## config.mk

```make
export PLATFORM = sky130hd
export DESIGN_NAME = cache_trace_generator
export DESIGN_NICKNAME = d
export VERILOG_FILES = /design/src/rtl/cache_trace_generator.sv
export SDC_FILE = /design/constraint.sdc
export NUM_CORES = 1
export LEC_CHECK = 0
export ABC_CLOCK_PERIOD_IN_PS = 17000
export CAP_MARGIN = 20
export CORE_ASPECT_RATIO = 1.4
export CORE_UTILIZATION = 61
export CTS_BUF_LIST = sky130_fd_sc_hd__clkbuf_16
export CTS_CLUSTER_DIAMETER = 150
export CTS_CLUSTER_SIZE = 28
export DETAILED_ROUTE_END_ITERATION = 7
export PLACE_DENSITY = 0.88
export RECOVER_POWER = 100
export SYNTH_ARGS = -nofsm -noshare
export SYNTH_HDL_FRONTEND = slang
export SYNTH_SLANG_ARGS = --single-unit
```

## constraint.sdc

```tcl
create_clock -name Clock_10 -period 17 [get_ports Clock_10]
set_input_delay 5.1 -clock Clock_10 [delete_from_list [all_inputs] [get_ports Clock_10]]
set_output_delay 5.1 -clock Clock_10 [all_outputs]
set_load 0.02 [all_outputs]
```

## src/rtl/cache_trace_generator.sv

```systemverilog
// cache_trace_generator: line-aligned address stream source for cache runs; TRACE_STATS_EN adds hit/miss deltas
module cache_trace_generator #(
  parameter int ADDR_W    = 31,
  parameter int LINE_SIZE = 32,
  parameter int CNT_W     = 31
) (
  input  logic              Clock_10,
  input  logic              Reset_10,
  input  logic              Start_10,
  input  logic [1:0]        Mode_10,
  input  logic [ADDR_W-1:0] Base_10,
  input  logic [ADDR_W-1:0] Stride_10,
  input  logic [CNT_W-1:0]  WorkSet_10,
  input  logic [ADDR_W-1:0] Seed_10,
  input  logic [CNT_W-1:0]  Length_10,
  input  logic              AddrReady_10,
`ifdef TRACE_STATS_EN
  input  logic [30:0]       HitIn_10,
  input  logic [30:0]       MissIn_10,
  output logic [30:0]       RunHits_10,
  output logic [30:0]       RunMisses_10,
`endif
  output logic [ADDR_W-1:0] Address_10,
  output logic              AddrValid_10,
  output logic              Busy_10,
  output logic              Done_10,
  output logic [CNT_W-1:0]  Issued_10
);
  localparam int O = $clog2(LINE_SIZE);
  localparam logic [ADDR_W-1:0] MASK = ~ADDR_W'(LINE_SIZE - 1);
  typedef enum logic [1:0] {IDLE, RUN, DONE} state_t;
  state_t            state_q, state_d;
  logic [ADDR_W-1:0] addr_q, addr_d, base_q, base_d, stride_q, stride_d, next_addr;
  logic              valid_q, valid_d, xfer;
  logic [CNT_W-1:0]  issued_q, issued_d, issued_inc, len_q, len_d, ws_q, ws_d, off_q, off_d, off_nx;
  logic [1:0]        mode_q, mode_d;
  logic [30:0]       lfsr_q, lfsr_d, lfsr_nx, seed;
  assign Address_10   = addr_q;
  assign AddrValid_10 = valid_q;
  assign Busy_10      = state_q == RUN;
  assign Done_10      = state_q == DONE;
  assign Issued_10    = issued_q;
  // state and run-context registers; reset aborts any run in progress
  always_ff @(posedge Clock_10) begin
    if (Reset_10) begin
      state_q  <= IDLE;
      addr_q   <= '0;
      valid_q  <= 1'b0;
      issued_q <= '0;
      lfsr_q   <= 31'd1;
      off_q    <= '0;
      mode_q   <= '0;
      base_q   <= '0;
      stride_q <= '0;
      ws_q     <= CNT_W'(1);
      len_q    <= '0;
    end else begin
      state_q  <= state_d;
      addr_q   <= addr_d;
      valid_q  <= valid_d;
      issued_q <= issued_d;
      lfsr_q   <= lfsr_d;
      off_q    <= off_d;
      mode_q   <= mode_d;
      base_q   <= base_d;
      stride_q <= stride_d;
      ws_q     <= ws_d;
      len_q    <= len_d;
    end
  end
  // launch latching, handshake progress and next-address generation per mode
  always_comb begin
    state_d    = state_q;
    addr_d     = addr_q;
    valid_d    = valid_q;
    issued_d   = issued_q;
    lfsr_d     = lfsr_q;
    off_d      = off_q;
    mode_d     = mode_q;
    base_d     = base_q;
    stride_d   = stride_q;
    ws_d       = ws_q;
    len_d      = len_q;
    xfer       = valid_q & AddrReady_10;
    issued_inc = issued_q + CNT_W'(1);
    off_nx     = (off_q == ws_q - CNT_W'(1)) ? '0 : off_q + CNT_W'(1);
    lfsr_nx    = {lfsr_q[29:0], lfsr_q[30] ^ lfsr_q[27]};
    seed       = (31'(Seed_10) == '0) ? 31'd1 : 31'(Seed_10);
    next_addr  = (mode_q == 2'd0) ? addr_q + ADDR_W'(LINE_SIZE) :
                 (mode_q == 2'd1) ? addr_q + stride_q :
                 (mode_q == 2'd2) ? ADDR_W'(lfsr_nx) & MASK :
                                    base_q + (ADDR_W'(off_nx) << O);
    case (state_q)
      IDLE: if (Start_10) begin
        mode_d   = Mode_10;
        base_d   = Base_10 & MASK;
        stride_d = Stride_10 & MASK;
        ws_d     = (WorkSet_10 == '0) ? CNT_W'(1) : WorkSet_10;
        len_d    = Length_10;
        lfsr_d   = seed;
        off_d    = '0;
        issued_d = '0;
        state_d  = (Length_10 == '0) ? DONE : RUN;
        valid_d  = Length_10 != '0;
        addr_d   = (Mode_10 == 2'd2) ? ADDR_W'(seed) & MASK : Base_10 & MASK;
      end
      RUN: if (xfer) begin
        issued_d = issued_inc;
        lfsr_d   = lfsr_nx;
        off_d    = off_nx;
        state_d  = (issued_inc == len_q) ? DONE : RUN;
        valid_d  = issued_inc != len_q;
        addr_d   = (issued_inc == len_q) ? addr_q : next_addr;
      end
      default: state_d = IDLE;
    endcase
  end
`ifdef TRACE_STATS_EN
  logic [30:0] hit_snap_q, miss_snap_q, run_hits_q, run_miss_q;
  assign RunHits_10   = run_hits_q;
  assign RunMisses_10 = run_miss_q;
  // counter snapshot at launch, per-run delta captured on the DONE cycle
  always_ff @(posedge Clock_10) begin
    if (Reset_10) begin
      hit_snap_q  <= '0;
      miss_snap_q <= '0;
      run_hits_q  <= '0;
      run_miss_q  <= '0;
    end else begin
      if (state_q == IDLE && Start_10) begin
        hit_snap_q  <= HitIn_10;
        miss_snap_q <= MissIn_10;
      end
      if (state_q == DONE) begin
        run_hits_q <= HitIn_10 - hit_snap_q;
        run_miss_q <= MissIn_10 - miss_snap_q;
      end
    end
  end
`endif
endmodule

```

==> results.ini <==
[route]
drt_iter0_markers=1349
vias=16900
antenna_left=0
drtPass1Iterations=6
routed_wire_length_per_instance_um=19.2
routed_via_density=6.52
postRouteWirelength_um=49600
drc=0

[floorplanning]
num_rows=70
die_height_um=195
initial_core_util_pct=62.1
core_area_sq_mm=0.0261
die_x_um=140
num_io_pins=226
die_area_sq_mm=0.0273

[logic_synthesis]
yosys_most_used_dff=dfxtp_1
ys_top_cells_by_count=nand2_1, a21oi_1, dfxtp_1
syn_avg_cell_area_sq_um=7.47
synth-seq-cells=238
synth_top_area_share_pct=29.4
yosys-top-cells-area=dfxtp_1, nand2_1, a21oi_1
synthesis.area_sq_mm=0.0162
synth_top_area_cell=dfxtp_1
synth_cell_types=78
syn_inst=2172
synth_edf_count=0
yosys_warnings=0
synth-async-reset-ratio_pct=0
yosysMostFrequentCell=nand2_1
synth.yosys.seq_area_share_pct=29.4

[grt]
grtUsageTotal_pct=35.4
first_global_vias=16200
grt-ovfl-total=0
grt_max_degree=91
grt_pass1_wl_um=79100
antenna_found_initial=0

[clock_network]
clk_pin_slew_ns=0.12
cts_max_level=1
cts_resized=0
cts_buffers=12
tritoncts=built
cts.sinks=238
postCtsSetupBuffers=0
ctsLongestPathBuffers=3
cts_hold_buf=0
ctsRootBufferMaster=clkbuf_16
worstSkewPairLatency_ns=0.50

[placement]
numPortBuffers=210
placed_area_sq_mm=0.0183
gp_congestion=0.981
dp_hpwl_um=35600

[setup_path]
cp-end-kind=register
cp-endpoint=base_q[13]
required_ns=17.43
critical_path.startpoint_type=input port
worst-r2r-cell-count=19
crit_path_start=Start_10
crit_fanout=79
cp.arrival_ns=10.77
reg2reg_slack_ns=10.53
worstSetupPathType=in2reg
regToRegStartpoint=ws_q[7]
r2r_end=Address_10[28]

[finish]
num-nets-final=2479
final_area_sq_mm=0.0186
utilization_pct=71.2
layout-drive-gt1-share_pct=3.09
syn2layout_area_growth_pct=14.6
num_antenna_cells=0

[run_status]
violations=capacitance limit, slew limit
status=finished, violations left

[power]
ir_worst_vdd_mv=0.0746
p_per_area_mw_per_mm2=67.5
p_leak_nw=7.10
finalPower_mw=1.25

[sta]
layout_min_cycle_time_ns=10.34
fmax_mhz=96.7
slew_viol_final=297
setup_tns_ns=0
finalSetupViolCount=0
relSlewSlack_pct=-161
holdWs_ns=0.470
clock_skew_ns=0.0225
finalHoldViolations=0
rsz0062_at_grt=no
finalCritPeriodShare_pct=60.8
worstMarginPinSlew_ns=3.92

[job]
cap_violations=6

[min_path]
hold_path_startpoint=base_q[30]
hp-class=reg2reg

==> critical path, stage by stage <==
cell and delay [ns]:
dlygate4sd3_1 0.67, and2_0 1.55, clkbuf_1 2.86, nand2_1 0.27, a21oi_1 0.27
==> layout make-up <==
cell class                      count  area (sq um)
Clock buffer                       13           325
Clock inverter                      1          16.3
Timing Repair Buffer              225          2200
Tap cell                          324           405
Sequential cell                   238          4760
Fill cell                        2202          7520
Inverter                           39           146
Multi-Input combinational cell   1746         10700
==> how the worst min path moves through the flow <==
stage                            end  slack, ns  depth (start not counted)
after CTS                 base_q[30]       0.47                          2
after floorplan           state_q[1]       0.43                          1
after detailed placement  base_q[30]       0.45                          2
after global placement    base_q[30]       0.44                          2
after global routing       len_q[21]       0.49                          2
final                     base_q[30]       0.47                          2
==> power by group <==
part / switching [mW] / total, mW / internal, mW
clock: 0.195 / 0.336 / 0.141
sequential: 0.0318 / 0.618 / 0.587
combinational: 0.168 / 0.299 / 0.131
total: 0.395 / 1.25 / 0.859
==> state kept, by name (all words and copies together) (netlist names) <==
name          cells
mode_q            2
AddrValid_10      1
base_q           26
lfsr_q           31
off_q            31
ws_q             31
Issued_10        31
Address_10       26
len_q            31
state_q           2
stride_q         26
==> per-stage QoR <==
step                      cells  worst slack, ns
after floorplan            2176            10.29
after CTS                  2585             9.72
after global routing       2586             6.17
final                      2586             6.66
after detailed placement   2571             9.21
after global placement     2570             8.78
==> placed cells by master (no fill, tap or decap), types with 26 or more instances in the layout <==
master	n
a21o_1	26
a21oi_1	267
and3_1	35
clkdlybuf4s50_1	146
dfxtp_1	238
dlygate4sd3_1	63
ha_1	54
inv_1	37
mux2i_1	33
nand2_1	361
nand3_1	58
nand4_1	31
nor2_1	169
nor3_1	56
nor4_1	46
o21ai_0	76
o221ai_1	26
xnor2_1	104
xor2_1	57
==> cell families (layout without fill, tap and decap cells) <==
group	after synthesis	in the layout	share of synthesized area, %
AO/OA/AOI/OAI	576	576	22.1
adder cells (fa/ha/maj)	56	56	4.41
multiplexers	57	57	4.54
flip-flops	238	238	29.4
AND/OR/NAND/NOR	890	890	26.0
XOR/XNOR	162	162	8.83
other	1	5	0.0231
buffers and inverters	192	278	4.71
==> per-layer routing <==
| layer | global-route usage, % | vias to the layer above | wire length [um] |
|---|---|---|---|
| li1 | - | 7972 | - |
| met3 | 3.13 | 181 | 3410 |
| met2 | 62.0 | 823 | 24100 |
| met4 | 20.7 | 0 | 2660 |
| met1 | 42.1 | 7882 | 19400 |
| met5 | 0 | - | 0 |
(Power assumes the default switching activity.)
